[config.mk]
export PLATFORM = sky130hd
export DESIGN_NAME = simon_iterative_decipher_core_ctrl
export DESIGN_NICKNAME = d
export VERILOG_FILES = /design/src/rtl/simon_pkg.sv /design/src/rtl/simon32_64_key_schedule.sv /design/src/rtl/simon_iterative_decipher_core_ctrl.sv
export SDC_FILE = /design/constraint.sdc
export NUM_CORES = 1
export LEC_CHECK = 0
export CORE_MARGIN = 3
export CORE_UTILIZATION = 63
export CTS_CLUSTER_DIAMETER = 100
export CTS_CLUSTER_SIZE = 40
export DETAILED_ROUTE_END_ITERATION = 10
export GPL_ROUTABILITY_DRIVEN = 0
export PLACE_DENSITY_LB_ADDON = 0.15
export SLEW_MARGIN = 10
export SYNTH_ARGS = -nofsm -noshare
export SYNTH_HDL_FRONTEND = slang
export SYNTH_SLANG_ARGS = --single-unit
[constraint.sdc]
create_clock -name clk -period 14.38 [get_ports clk]
set_clock_uncertainty 0.2 [all_clocks]
set_input_delay 2.876 -clock clk [delete_from_list [all_inputs] [get_ports clk]]
set_output_delay 2.876 -clock clk [all_outputs]
set_load 0.1 [all_outputs]
[src/rtl/simon_pkg.sv]
// Shared SIMON32/64 definitions used by the encryption and decryption
// controllers: controller state encoding, round/key constants, the z0
// sequence and the word rotate helpers.
package simon_pkg;

  localparam int N_ROUNDS    = 32;
  localparam int N_KEY_WORDS = 4;

  // ~k ^ 3 folded into a single xor constant.
  localparam logic [15:0] KEY_CONST = 16'hFFFC;

  // z0 with bit 0 being the leftmost character; read it through z0_bit().
  localparam logic [61:0] Z0 =
    62'b11111010001001010110000111001101111101000100101011000011100110;

  typedef enum logic [2:0] {
    ST_IDLE,
    ST_EXPAND,
    ST_READ,
    ST_LOAD,
    ST_ROUND,
    ST_WRITE,
    ST_DONE
  } simon_state_e;

  function automatic logic [15:0] ror1(input logic [15:0] v);
    return {v[0], v[15:1]};
  endfunction

  function automatic logic [15:0] ror3(input logic [15:0] v);
    return {v[2:0], v[15:3]};
  endfunction

  // Only indices 0..27 are needed for 32 rounds with 4 key words.
  function automatic logic z0_bit(input logic [4:0] j);
    return Z0[6'd61 - {1'b0, j}];
  endfunction

endpackage

[src/rtl/simon32_64_key_schedule.sv]
// SIMON32/64 round-key register file with the expansion step.
//   clk       : clock
//   load      : capture key words k0..k3 into rk[0..3]
//   key       : 64-bit key, k0 = [15:0]
//   step_en   : compute rk[step_idx] from rk[step_idx-1/-3/-4]
//   step_idx  : expansion index, 4..31
//   rd_idx    : read port index
//   rd_key    : rk[rd_idx]
// Contents are not reset; they are always rewritten before use.
module simon32_64_key_schedule
  import simon_pkg::*;
(
  input  logic        clk,
  input  logic        load,
  input  logic [63:0] key,
  input  logic        step_en,
  input  logic [4:0]  step_idx,
  input  logic [4:0]  rd_idx,
  output logic [15:0] rd_key
);

  logic [15:0] rk [N_ROUNDS];
  logic [15:0] tmp;
  logic [15:0] next_key;

  always_comb begin
    tmp      = ror3(rk[step_idx - 5'd1]) ^ rk[step_idx - 5'd3];
    next_key = KEY_CONST
             ^ {15'b0, z0_bit(step_idx - 5'd4)}
             ^ rk[step_idx - 5'd4]
             ^ tmp
             ^ ror1(tmp);
  end

  always_ff @(posedge clk) begin
    if (load) begin
      rk[0] <= key[15:0];
      rk[1] <= key[31:16];
      rk[2] <= key[47:32];
      rk[3] <= key[63:48];
    end else if (step_en) begin
      rk[step_idx] <= next_key;
    end
  end

  assign rd_key = rk[rd_idx];

endmodule

[src/rtl/simon_iterative_decipher_core_ctrl.sv]
// SIMON32/64 decryption controller. Expands the key, then per block reads
// ciphertext from the ciphertext BRAM, steps an external inverse-round core
// through 32 rounds (rk[31] first) and writes plaintext to the plaintext
// BRAM. Pulses done_intr once all blocks are written.
//   clk, rst            : clock, synchronous active-high reset
//   ctrl_in_*           : start request, block count and key (latched on start)
//   done_intr           : one-cycle completion pulse
//   ct_*                : ciphertext BRAM port (read only, 1-cycle latency)
//   pt_*                : plaintext BRAM port (write only)
//   core_*              : external inverse-round core handshake
//
// state     | meaning
// ----------+--------------------------------------------------------
// ST_IDLE   | wait for ctrl_in_begin; latch key and block count
// ST_EXPAND | compute rk[4..31], one per cycle (cnt = key index)
// ST_READ   | present ciphertext address of current block
// ST_LOAD   | ciphertext valid; core captures it
// ST_ROUND  | one inverse round per cycle, cnt counts 31 down to 0
// ST_WRITE  | write core result, advance block
// ST_DONE   | done_intr pulse
module simon_iterative_decipher_core_ctrl
  import simon_pkg::*;
(
  input  logic        clk,
  input  logic        rst,
  input  logic        ctrl_in_begin,
  input  logic [10:0] ctrl_in_num_blocks,
  input  logic [63:0] ctrl_in_key,
  output logic        done_intr,
  output logic        ct_clka,
  output logic        ct_rsta,
  output logic        ct_ena,
  output logic [3:0]  ct_wea,
  output logic [31:0] ct_addra,
  output logic [31:0] ct_wr_data,
  input  logic [31:0] ct_rd_data,
  output logic        pt_clka,
  output logic        pt_rsta,
  output logic        pt_ena,
  output logic [31:0] pt_addra,
  output logic [31:0] pt_wr_data,
  output logic [3:0]  pt_wea,
  input  logic [31:0] pt_rd_data,
  output logic        core_load,
  output logic [31:0] core_ciphertext,
  output logic        core_round_en,
  output logic [15:0] core_round_key,
  input  logic [31:0] core_plaintext
);

  localparam logic [4:0] FIRST_EXP_IDX = 5'(N_KEY_WORDS);
  localparam logic [4:0] LAST_KEY_IDX  = 5'(N_ROUNDS - 1);

  simon_state_e state, state_d;
  logic [4:0]   cnt, cnt_d;
  logic [10:0]  block, block_d;
  logic [10:0]  num_blocks_q, num_blocks_d;
  logic [10:0]  block_inc;
  logic [31:0]  addr;

  logic         ks_load;
  logic         ks_step;
  logic [15:0]  ks_rd_key;

  logic         unused_pt_rd;

  simon32_64_key_schedule u_key_schedule (
    .clk      (clk),
    .load     (ks_load),
    .key      (ctrl_in_key),
    .step_en  (ks_step),
    .step_idx (cnt),
    .rd_idx   (cnt),
    .rd_key   (ks_rd_key)
  );

  // Max block index 2046 -> 0x1FF8, so the byte address never wraps.
  assign addr      = {19'b0, block, 2'b00};
  assign block_inc = block + 11'd1;

  always_ff @(posedge clk) begin
    if (rst) begin
      state        <= ST_IDLE;
      cnt          <= '0;
      block        <= '0;
      num_blocks_q <= '0;
    end else begin
      state        <= state_d;
      cnt          <= cnt_d;
      block        <= block_d;
      num_blocks_q <= num_blocks_d;
    end
  end

  always_comb begin
    state_d        = state;
    cnt_d          = cnt;
    block_d        = block;
    num_blocks_d   = num_blocks_q;
    ks_load        = 1'b0;
    ks_step        = 1'b0;
    core_load      = 1'b0;
    core_round_en  = 1'b0;
    core_round_key = '0;
    pt_wea         = 4'h0;
    pt_wr_data     = '0;
    done_intr      = 1'b0;

    unique case (state)
      ST_IDLE: begin
        if (ctrl_in_begin) begin
          ks_load      = 1'b1;
          num_blocks_d = ctrl_in_num_blocks;
          block_d      = '0;
          cnt_d        = FIRST_EXP_IDX;
          state_d      = ST_EXPAND;
        end
      end
      ST_EXPAND: begin
        ks_step = 1'b1;
        if (cnt == LAST_KEY_IDX) begin
          cnt_d   = '0;
          state_d = (num_blocks_q == 11'd0) ? ST_DONE : ST_READ;
        end else begin
          cnt_d = cnt + 5'd1;
        end
      end
      ST_READ: begin
        state_d = ST_LOAD;
      end
      ST_LOAD: begin
        core_load = 1'b1;
        cnt_d     = LAST_KEY_IDX;
        state_d   = ST_ROUND;
      end
      ST_ROUND: begin
        // cnt is both the remaining-round down-counter and the key index,
        // which gives rk[31] first and rk[0] on the terminal count.
        core_round_en  = 1'b1;
        core_round_key = ks_rd_key;
        if (cnt == 5'd0) begin
          state_d = ST_WRITE;
        end else begin
          cnt_d = cnt - 5'd1;
        end
      end
      ST_WRITE: begin
        pt_wea     = 4'hF;
        pt_wr_data = core_plaintext;
        block_d    = block_inc;
        state_d    = (block_inc < num_blocks_q) ? ST_READ : ST_DONE;
      end
      ST_DONE: begin
        done_intr = 1'b1;
        state_d   = ST_IDLE;
      end
      default: begin
        state_d = ST_IDLE;
      end
    endcase
  end

  assign ct_clka         = clk;
  assign ct_rsta         = rst;
  assign ct_ena          = 1'b1;
  assign ct_wea          = 4'h0;
  assign ct_addra        = addr;
  assign ct_wr_data      = '0;
  assign pt_clka         = clk;
  assign pt_rsta         = rst;
  assign pt_ena          = 1'b1;
  assign pt_addra        = addr;
  assign core_ciphertext = ct_rd_data;

  assign unused_pt_rd = ^pt_rd_data;

endmodule
==> results by group <==
Run
  – # Max-Cap Violations: 0

Power
  – Pwr Density: between 150 and 200 mW/mm2
  – P_leak: between 10 and 15 nW
  – Worst voltage drop across the vdd grid: around 0.00018 V

Timing
  – Total negative slack: 0 ns
  – Final hold slack: ~0.29 ns
  – Least-Margin Pin Slew: 1.292 ns
  – Worst setup slack after layout: roughly 2.9 ns
  – Slew headroom: 0.1362
  – RSZ-0062 raised after global routing: no
  – Final setup fails: 0
  – Hold violation total from the final report: 0
  – Max Slew Vio Count: 0

Global route
  – Global-route usage over all layers: 0.3674
  – First-pass GRT wire length: 158700 um
  – Vias in the first global route: 23600
  – Antenna violations before repair: 0
  – Global-route congestion overflow total: 0
  – Pin count of the biggest net entering global routing: 130

Placement
  – Detailed-placement wirelength estimate: ~68000 um
  – Placed Cells: 3075
  – Count of input and output buffers: 190
  – Minimum setup slack after placement: 3.174 ns

Clocking
  – TritonCTS clock tree: done
  – Register clock-pin slew on the reported worst setup and hold paths: about 0.12 ns
  – Hold_buf cts: 0
  – Post-cts resize count: 0
  – Clock latency reported for the late side of the worst-skew pair: between 0.7 and 0.8 ns
  – Post-CTS setup buffer count: 0

Die
  – Starting density of the core: 0.6408
  – Height of the chip: ~250 um
  – Die Outline Area: around 0.061 mm2
  – I/O pin cnt: between 300 and 400
  – Placeable core area: between 0.05 and 0.06 mm2
  – Num rows: just under 90
  – DIE WIDTH: roughly 250 um

Synthesis
  – Area fraction of the dominant cell type after synthesis: 0.4231
  – Synthesized area divided by synthesized cell count: between 15 and 20 um2
  – Syn Std Cell Area: roughly 0.036 mm2
  – Proportion of synthesized chip area in sequential cells: 0.4423
  – Largest area contributor in the netlist: sky130_fd_sc_hd__edfxtp_1
  – Share of flip-flops with an asynchronous set or reset after synthesis: 0
  – Number of synthesized flops with an enable pin: about 510
  – Number of warnings reported in the yosys synthesis log: 0
  – Synthesized flop and latch total: between 500 and 600
  – Synth Flop Type: sky130_fd_sc_hd__edfxtp_1
  – Top cells by area, synth: sky130_fd_sc_hd__edfxtp_1 (42%), sky130_fd_sc_hd__mux4_2 (30%), sky130_fd_sc_hd__mux2_2 (3.6%)
  – Distinct cells, synth: 60
  – Number of instances in the synthesized netlist: between 2000 and 2500

Run status
  – Outcome: finished, final reports clean

Drt
  – Via Count: between 20000 and 25000
  – Vias per Instance: ~7.7
  – Pre-antenna DRT Iters: 6
  – Post-route DRC: 0
  – Violation count after the first detailed-routing iteration: approximately 3500
  – Detail Route Antenna Nets: 0
  – Wire length reported by the detailed router: about 110000 um
  – Wire length per cell: about 35 um

Worst setup path
  – Worst R2R Start: cnt[1]$_SDFFE_PP0P_
  – Critical Path AT: ~8.4 ns
  – Worst Setup Start Kind: clock port
  – Critical Path Start: clk
  – CP max FO: 2
  – Number of cells traversed by the worst register-to-register path: 12
  – Critical path data required time: roughly 11 ns
  – Crit Path Category: clk2out
  – Flop-to-flop setup slack: 6.97 ns
  – Endpoint type of the worst setup path: primary output
  – Worst reg2reg path endpoint: u_key_schedule.rk[2][5]$_DFFE_PP_

Finish
  – Number of nets in the finished design: 2547
  – Final antenna diode count: 0
  – Utilization after layout: 0.6902
  – Proportion of layout cells with a drive suffix above 1: 0.3218
  – Area growth from synthesis to final layout: 7.712%
  – Filler-free cell count of the finished design: 3121

Min path
  – Worst hold path endpoint: num_blocks_q[2]$_SDFFE_PP0P_
  – Source of the worst hold timing path: num_blocks_q[2]$_SDFFE_PP0P_
  – Worst min-delay path category: reg2reg
  – Hold Path Stages: 2
-- sequential cells by signal, indices dropped and copies added, names as in the netlist, named ones only --
signal,cells
block,11
cnt,5
num_blocks_q,11
state,3
u_key_schedule.rk,512
-- cell type report --
cell class	instances	area, um2
multi-input combinational	1515	18760
fill	3713	17570
sequential	547	16090
timing repair buffer	233	2245
tap	756	945.9
clock buffer	30	699.4
clock inverter	18	317.8
inverter	22	82.58
-- cells by family after synthesis --
kind of cell	Yosys count	share of synthesized area
mux	735	0.3812
compound gates	151	0.02947
buf+inv	344	0.05939
xor+xnor	60	0.02221
fa+ha+maj	25	0.008607
simple gates	464	0.05660
other cells	2	0.0002066
flops	547	0.4423
-- synth_stat cells (19+ instances only) --
| library cell | n |
|---|---|
| sky130_fd_sc_hd__nand2_1 | 186 |
| sky130_fd_sc_hd__edfxtp_1 | 512 |
| sky130_fd_sc_hd__clkbuf_1 | 70 |
| sky130_fd_sc_hd__mux4_2 | 492 |
| sky130_fd_sc_hd__buf_1 | 20 |
| sky130_fd_sc_hd__buf_4 | 159 |
| sky130_fd_sc_hd__nand3_1 | 58 |
| sky130_fd_sc_hd__a21oi_1 | 30 |
| sky130_fd_sc_hd__xnor2_1 | 24 |
| sky130_fd_sc_hd__and2_1 | 41 |
| sky130_fd_sc_hd__dfxtp_1 | 35 |
| sky130_fd_sc_hd__mux2i_1 | 115 |
| sky130_fd_sc_hd__mux2_2 | 116 |
| sky130_fd_sc_hd__o311ai_0 | 21 |
| sky130_fd_sc_hd__nor2_1 | 125 |
| sky130_fd_sc_hd__ha_1 | 25 |
| sky130_fd_sc_hd__buf_6 | 19 |
| sky130_fd_sc_hd__buf_2 | 48 |
-- worst max-delay path, stage by stage --
cell	delay, ns
sky130_fd_sc_hd__clkbuf_16	0.12
sky130_fd_sc_hd__clkbuf_16	0.13
sky130_fd_sc_hd__clkdlybuf4s50_1	0.96
-- routing by layer --
metal | track usage | vias up | part of all wire
li1 | - | 9356 | -
met2 | 0.5470 | 2060 | 0.45
met3 | 0.1009 | 408 | 0.14
met1 | 0.4890 | 12080 | 0.33
met5 | 0 | - | 0
met4 | 0.2221 | 0 | 0.076
-- report_power, final --
| part | switching (mW) | internal [mW] |
|---|---|---|
| sequential | 0.0827 | 2.94 |
| combinational | 2.10 | 1.01 |
| clock | 0.640 | 0.402 |
-- layout by cell type, fill, tap and decap left out, types with 9 or more instances in the layout --
master	instances
sky130_fd_sc_hd__a211oi_1	13
sky130_fd_sc_hd__a21oi_1	30
sky130_fd_sc_hd__a32oi_1	9
sky130_fd_sc_hd__and2_1	41
sky130_fd_sc_hd__and3_1	10
sky130_fd_sc_hd__buf_4	43
sky130_fd_sc_hd__clkbuf_16	27
sky130_fd_sc_hd__clkdlybuf4s50_1	190
sky130_fd_sc_hd__conb_1	80
sky130_fd_sc_hd__dfxtp_1	28
sky130_fd_sc_hd__edfxtp_1	512
sky130_fd_sc_hd__ha_1	24
sky130_fd_sc_hd__inv_1	18
sky130_fd_sc_hd__mux2_2	116
sky130_fd_sc_hd__mux2i_1	115
sky130_fd_sc_hd__mux4_1	12
sky130_fd_sc_hd__mux4_2	492
sky130_fd_sc_hd__nand2_1	186
sky130_fd_sc_hd__nand3_1	58
sky130_fd_sc_hd__nand4_1	9
sky130_fd_sc_hd__nor2_1	96
sky130_fd_sc_hd__nor2_4	21
sky130_fd_sc_hd__nor2b_1	10
sky130_fd_sc_hd__o21ai_0	15
sky130_fd_sc_hd__o22ai_1	11
sky130_fd_sc_hd__o311ai_0	21
sky130_fd_sc_hd__xnor2_1	16
sky130_fd_sc_hd__xnor3_1	13
sky130_fd_sc_hd__xor2_1	12
-- worst max path at each step --
stage	to	slack (ns)
2_1_floorplan	ct_clka	3.90
3_3_place_gp	ct_clka	3.17
3_5_place_dp	ct_clka	3.17
4_1_cts	pt_clka	2.90
5_1_grt	ct_clka	2.89
6_report	pt_clka	2.90
-- per-stage QoR --
stage | area, um2 | total power [mW]
detailed placement | 38120 | 6.134
finish | 39150 | 7.172
global route | 39150 | 7.408
global placement | 38120 | 6.033
floorplan | 36640 | 5.133
CTS | 39120 | 7.096
(Power assumes the default switching activity.)
